$ cat config.mk
export PLATFORM = sky130hd
export DESIGN_NAME = u_rom_loader
export DESIGN_NICKNAME = d
export VERILOG_FILES = /design/src/rtl/u_rom_loader.sv
export SDC_FILE = /design/constraint.sdc
export NUM_CORES = 1
export LEC_CHECK = 0
export ABC_AREA = 1
export CAP_MARGIN = 10
export CORE_MARGIN = 2
export CORE_UTILIZATION = 45
export DETAILED_ROUTE_END_ITERATION = 8
export PLACE_DENSITY = 0.66
export SYNTH_ARGS = -nofsm -noshare
export SYNTH_HDL_FRONTEND = slang
export SYNTH_SLANG_ARGS = --single-unit
$ cat constraint.sdc
create_clock -name clk -period 4.17 [get_ports clk]
set_clock_uncertainty 0.1 [all_clocks]
set_input_delay 0.834 -clock clk [delete_from_list [all_inputs] [get_ports clk]]
set_output_delay 0.834 -clock clk [all_outputs]
set_load 0.01 [all_outputs]
$ cat src/rtl/u_rom_loader.sv
// u_rom_loader: rebuilds control words from a framed byte stream and writes them to microcode RAM
// Frame: ADDR_L ADDR_H CNT_L CNT_H, CNT*CW_BYTES data bytes, CHK (XOR of all prior frame bytes).
// Ports: start/in_data/in_valid/in_ready = byte link; uc_we/uc_addr/uc_wdata = RAM write port;
//        busy/done = frame status; chk_err/wrap_err = checksum and address-wrap flags of the last frame.
module u_rom_loader #(
  parameter int CW_BYTES   = 14,
  parameter int CW_WIDTH   = 8*CW_BYTES,
  parameter int ADDR_WIDTH = 14
) (
  input  logic                  clk,
  input  logic                  rst,
  input  logic                  start,
  input  logic [7:0]            in_data,
  input  logic                  in_valid,
  output logic                  in_ready,
  output logic                  uc_we,
  output logic [ADDR_WIDTH-1:0] uc_addr,
  output logic [CW_WIDTH-1:0]   uc_wdata,
  output logic                  busy,
  output logic                  done,
  output logic                  chk_err,
  output logic                  wrap_err
);
  localparam int IW = $clog2(CW_BYTES);
  typedef enum logic [2:0] {IDLE, HDR, DATA, WRITE, CHK, DONE} state_t;
  state_t                state_q, state_d;
  logic [IW-1:0]         idx_q, idx_d;
  logic [ADDR_WIDTH-1:0] addr_q, addr_d, uc_addr_q, uc_addr_d;
  logic [15:0]           cnt_q, cnt_d;
  logic [7:0]            xor_q, xor_d;
  logic [CW_WIDTH-1:0]   word_q, word_d, uc_wdata_q, uc_wdata_d;
  logic                  chk_err_q, chk_err_d, wrap_err_q, wrap_err_d;
  logic                  acc;
  assign in_ready = state_q == HDR || state_q == DATA || state_q == CHK;
  assign acc      = in_valid & in_ready;
  assign uc_we    = state_q == WRITE;
  assign busy     = state_q != IDLE;
  assign done     = state_q == DONE;
  assign uc_addr  = uc_addr_q;
  assign uc_wdata = uc_wdata_q;
  assign chk_err  = chk_err_q;
  assign wrap_err = wrap_err_q;
  always_comb begin
    state_d    = state_q;
    idx_d      = idx_q;
    addr_d     = addr_q;
    cnt_d      = cnt_q;
    xor_d      = xor_q;
    word_d     = word_q;
    uc_addr_d  = uc_addr_q;
    uc_wdata_d = uc_wdata_q;
    chk_err_d  = chk_err_q;
    wrap_err_d = wrap_err_q;
    case (state_q)
      IDLE: if (start) begin
        state_d    = HDR;
        idx_d      = '0;
        xor_d      = '0;
        chk_err_d  = 1'b0;
        wrap_err_d = 1'b0;
      end
      HDR: if (acc) begin
        xor_d = xor_q ^ in_data;
        idx_d = idx_q + 1'b1;
        if (idx_q == IW'(0)) addr_d[7:0] = in_data;
        else if (idx_q == IW'(1)) addr_d = ADDR_WIDTH'({in_data, addr_q[7:0]});
        else if (idx_q == IW'(2)) cnt_d[7:0] = in_data;
        else begin
          cnt_d[15:8] = in_data;
          idx_d       = '0;
          state_d     = {in_data, cnt_q[7:0]} == 16'd0 ? CHK : DATA;
        end
      end
      DATA: if (acc) begin
        xor_d                 = xor_q ^ in_data;
        word_d[8*idx_q +: 8]  = in_data;
        idx_d                 = idx_q + 1'b1;
        if (idx_q == IW'(CW_BYTES-1)) begin
          idx_d      = '0;
          state_d    = WRITE;
          uc_addr_d  = addr_q;
          uc_wdata_d = word_d;
        end
      end
      WRITE: begin
        addr_d     = addr_q + 1'b1;
        cnt_d      = cnt_q - 1'b1;
        wrap_err_d = wrap_err_q | (&addr_q && cnt_q != 16'd1);
        state_d    = cnt_q == 16'd1 ? CHK : DATA;
      end
      CHK: if (acc) begin
        chk_err_d = in_data != xor_q;
        state_d   = DONE;
      end
      DONE:    state_d = IDLE;
      default: state_d = IDLE;
    endcase
  end
  always_ff @(posedge clk) begin
    if (rst) begin
      state_q    <= IDLE;
      idx_q      <= '0;
      addr_q     <= '0;
      cnt_q      <= '0;
      xor_q      <= '0;
      word_q     <= '0;
      uc_addr_q  <= '0;
      uc_wdata_q <= '0;
      chk_err_q  <= 1'b0;
      wrap_err_q <= 1'b0;
    end else begin
      state_q    <= state_d;
      idx_q      <= idx_d;
      addr_q     <= addr_d;
      cnt_q      <= cnt_d;
      xor_q      <= xor_d;
      word_q     <= word_d;
      uc_addr_q  <= uc_addr_d;
      uc_wdata_q <= uc_wdata_d;
      chk_err_q  <= chk_err_d;
      wrap_err_q <= wrap_err_d;
    end
  end
endmodule

Word-level counts from Yosys, hierarchy flattened --
Cells that the tools add are included.
Word-level totals: output and inout bits 132, bits in registers 285, bits of input ports 12, word-level logic and storage cells 107
Cells by class: mux-type cells 38, bitwise operators 3, eq/ne operators 23, reduce and logical (&&, ||, !) cells 25, shift operators 2, add/subtract/negate cells 4
Operator list (number):
- 112-bit bitwise mux | 1
- 8-bit by 34-bit variable shift with 112-bit output (first input constant) | 1
- 8-bit by 34-bit variable part select with 112-bit output | 1
- 16-bit 2-to-1 mux | 3
- 8-bit 2-to-1 mux | 5
- 7-bit negator with 34-bit output | 1
- 16-bit case mux with 2 select lines | 1
- 3-bit 2-to-1 mux | 10
- 14-bit 2-to-1 mux | 2
- 4-bit 2-to-1 mux | 7
- 14-bit case mux with 2 select lines | 1
- 16-bit by 1-bit equality test with 1-bit output (second input constant) | 1
- 16-bit logical NOT | 1
- 16-bit by 1-bit != test with 1-bit output (second input constant) | 1
- 8-bit case mux with 2 select lines | 1
- 16-bit by 1-bit subtractor with 16-bit output (second input constant) | 1
- 3-bit case mux with 5 select lines | 1
- 14-bit by 1-bit adder with 14-bit output (second input constant) | 1
- 2-bit != test (second input constant) | 7
- 14-bit AND reduction | 1
- 4-bit case mux with 3 select lines | 1
- 3-bit AND reduction | 4
- 2-bit by 1-bit != test with 1-bit output (second input constant) | 5
- 5-bit AND reduction | 2
- 24 further kinds | 35

Depth between registers and ports, before layout --
depth in word-level cells 7, mapped depth 13, mapped depth without buffers 11

Least setup slack after synthesis --
Ideal clock, no wire load.
path type reg-to-reg, start point register idx_q[0], end point register uc_wdata_q[24] (netlist: uc_wdata[24]), slack 1911 ps, library setup time 56 ps, path buffers 2, required time 4014 ps, clock period less this slack 2259 ps, cell stages (with the launch flop) 14, arrival time 2103 ps, cell sequence dfxtp_1 -> inv_2 -> clkbuf_1 -> ha_1 -> nor2_1 -> inv_2 -> nor2_1 -> buf_4 -> nand3_2 -> inv_1 -> nand2_1 -> nand3_1 -> nand2_1 -> inv_1
Between the ends: word-level cells in the longest chain between the ends 3, elaborated cells on any way between the ends 6, classes of those cells add/sub: 1; eq/ne: 1; shift: 2; mux: 1; reduce/logical: 1
Ends and longest elaborated chain:
- start, declared | line 27 | logic [IW-1:0] idx_q, idx_d;
- start signal, assigned | line 113 | idx_q <= idx_d;
- 7-bit negator with 34-bit output | line 76 | word_d[8*idx_q +: 8] = in_data;
- 8-bit by 34-bit variable part select with 112-bit output / 8-bit by 34-bit variable shift with 112-bit output (equally long branches) | line 76
- 112-bit bitwise mux | line 76
- end signal, assigned | line 119 | uc_wdata_q <= uc_wdata_d;
- end, declared | line 31 | logic [CW_WIDTH-1:0] word_q, word_d, uc_wdata_q, uc_wdata_d;
Several ways; a longest one is shown, not always the timed one. A chain may end at the register's enable or synchronous reset.

Final worst setup path --
start point register state_q[0], end point output port in_ready
Between the ends: word-level cells in the longest chain between the ends 3, elaborated cells on any way between the ends 5, classes of those cells eq/ne: 3; reduce/logical: 2
Ends and longest elaborated chain:
- start, declared | line 26 | state_t state_q, state_d;
- start signal, assigned | line 112 | state_q <= state_d;
- 3-bit by 1-bit equality test with 1-bit output / 3-bit by 2-bit equality test with 1-bit output (equally long branches) | line 34 | assign in_ready = state_q == HDR || state_q == DATA || state_q == CHK;
- 1-bit logical OR | line 34
- 1-bit logical OR * | line 34
- end, declared | line 15 | output logic in_ready,
Mark *: on every way between the ends. The rest lies on a longest branch, timed or not.

==> results.txt <==
The flow ran to the end, and the final reports show no timing, DRC or antenna violations. Compared with the post-synthesis result, the final layout area differs by 19.0%. The via count of the first global-routing pass was 12322; the average wire per standard cell was 14.9 um. The clock reaches the later pin of the worst-skew pair after 560 ps. Async set-reset flop share out of synthesis: 0.

The die is 181 um wide. The number of buffers added by the clock tree synthesis step came out at 31. Entering global routing, the biggest net connects 210 pins.

Setup repair after global routing left no endpoint under its margin. Register bit total from synthesis: 285. The number of fill cells in the layout was 3058; the detailed-route DRC error count was 0. In this run the vertical extent of the chip is 181 um. The fraction of final layout cells with drive strength greater than 1 came out at 0.0401.

Setup violations remaining at the end of the flow were counted as 0. STA classifies the critical path startpoint as a register. The logs give 3240 ps for the data required time at the worst endpoint and 2220 for the final layout net count. The highest achievable clock rate came out at 295 MHz. The run gives 0 as the count of maximum capacitance violations.

The final count of hold timing violations was 0; the violation count after the first detailed-route iteration was 1287. The initialized floorplan defines 64 standard-cell rows. The total inserted antenna cells is 0, and the number of instances in the synthesized netlist is 2115. The ratio of final minimum period to clock period was 0.814. The tools report the worst max-slew margin expressed relative to the limit as 0.264. The synthesized area per cell is 6.65 um^2, and the post-route antenna net violation count is 0. The critical path is of the register to primary output type. The congestion estimate from routability-driven global placement came to 0.903.

The transition at the pin with the smallest max-transition slack is 1100 ps. Number of top-level pins: 144. The top cell types in the final layout, fill and taps aside, are 432 x nand2_1, 317 x nor2_1, 297 x inv_1. The analysis attributes to cell leakage a power of 7.77 nW.

The logs give 0 for the number of gates given a new drive strength after cts and 0.232 for the total routing usage reported by global routing. The logs give 0.406 for the sequential share of the synthesized area and 0 for the initial antenna violation count. For the sink count of the clock tree, the log shows 285. The synthesized netlist contains 36 unique library cells. The mapped netlist covers 14100 um^2. Class of the tightest hold or removal check: register to register. In the synthesized netlist the dominant register cell turns out to be dfxtp_1. The first TritonRoute pass finished after 5 iterations.

In this run the power density over the cells is 516 nW/um^2. IR analysis of the VDD net gives a maximum drop of 0.441 mV. The Yosys step of the flow raised 0 warnings. The tools report the initial standard-cell utilization of the core as 0.459.

The overall via count from detail_route was 13571. STA classifies the critical path endpoint as a primary output. TritonCTS built the clock tree. Hold is met by 391 ps. The most common cell after layout, fill and taps aside was nand2_1. The final critical path time including I/O delays and setup is 3390 ps, and the total length of routed wires is 38.9 mm. Port buffering added 143 buffers. Including well taps, the total number of placed cells is 2562.

In the routed layout, each cell is associated on average with a via count of 5.18. The completed layout was analyzed and its total power is 8.64 mW. Detailed placement finished with a half-perimeter wire length of 26.4 mm. STA puts the critical path data arrival time at 2460 ps. Counting along the longest clock path gives a buffer depth of 3. After floorplanning, the core was sized to cover 30700 um^2.

The root cell of the clock tree is clkbuf_16. Counting every net in the synthesized netlist gives 2136. For this design, the CTS-stage hold fixing added 0 buffers.

Clock-pin slew was measured on the worst setup and hold paths at 60 ps. Filler-free cell count of the finished design: 2618. Counting flops with a built-in enable in the synthesized netlist gives 0.

The die covers 32700 um^2. Along the worst path, the maximum fanout reaches 7. The number of H-tree levels was 1; the total negative slack was 0 ps.

The total overflow left after global routing is 0. The number of setup buffers added after CTS is 0. The first global-routing pass estimated 63.3 mm of wire. The count of final max-slew check failures was 0.
-- cell type report --
class	count	area, um^2	share of cell area
repair buffers	161	1610	0.0964
flip-flops and latches	285	5710	0.341
clock inverters	7	87.6	0.00523
multi-input cells	1413	6750	0.403
inverters	307	1160	0.0695
well taps	396	495	0.0296
clock buffers	49	923	0.0552
-- routing by layer --
layer,up-vias,global-route usage,part of all wire
met5,-,0,0
met4,0,0.0610,0.023
met3,72,0.0341,0.066
met2,368,0.365,0.44
met1,6278,0.333,0.47
li1,6853,-,-
-- critical path, stage by stage (launching register included) --
cell	delay, ps
dfxtp_1	310
inv_1	200
nand3_1	240
nand2_1	290
inv_1	180
nand2_1	130
clkdlybuf4s50_1	540
-- synth_stat cells, types with 18 or more instances --
| cell | n | area [um^2] |
|---|---|---|
| buf_1 | 18 | 67.6 |
| o21a_1 | 88 | 661 |
| nor2_1 | 318 | 1190 |
| nand3_1 | 250 | 1250 |
| a21oi_1 | 74 | 370 |
| dfxtp_1 | 285 | 5710 |
| buf_2 | 34 | 170 |
| clkbuf_1 | 52 | 195 |
| inv_1 | 298 | 1120 |
| nand4_1 | 41 | 257 |
| nand2_1 | 432 | 1620 |
| xor2_1 | 19 | 166 |
| o21ai_0 | 110 | 551 |
-- stage by stage --
step	cell area [um^2]	setup slack [ps]	util
after floorplan	14100	1910	-
after global placement	15700	936	0.513
after detailed placement	15700	845	0.513
after CTS	16700	798	0.546
after global routing	16700	661	0.546
final	16700	776	0.546
-- state kept, by name, summed over array words and instances, names as in the netlist --
signal    cells
chk_err       1
state_q       3
word_q      112
addr_q       14
uc_addr      14
xor_q         8
cnt_q        16
idx_q         4
wrap_err      1
uc_wdata    112
-- kinds of logic after synthesis --
family / Yosys count / share of synthesized area
simple gates: 1068 / 0.322
buf+inv: 417 / 0.116
compound gates: 311 / 0.132
flops: 285 / 0.406
xor+xnor: 25 / 0.0169
fa+ha+maj: 9 / 0.00800
-- where the power goes --
group	switching [mW]	total (mW)	internal (mW)	leakage, nW
Combinational	1.78	2.60	0.823	4.97
Sequential	0.225	3.29	3.07	2.30
Clock	1.12	2.74	1.63	0.495
-- worst paths after layout --
path                             from                  endpoint  slack [ps]  cells after the start
min reg2reg  uc_addr[13]$_SDFFE_PP0P_  uc_addr[13]$_SDFFE_PP0P_         390                      2
max           state_q[0]$_SDFFE_PP0P_                  in_ready         780                      6
min          uc_addr[13]$_SDFFE_PP0P_  uc_addr[13]$_SDFFE_PP0P_         390                      2
max reg2reg     idx_q[0]$_SDFFE_PP0P_   word_q[56]$_SDFFE_PP0P_         940                     10
Note: power is estimated with default switching activity, not from simulation.
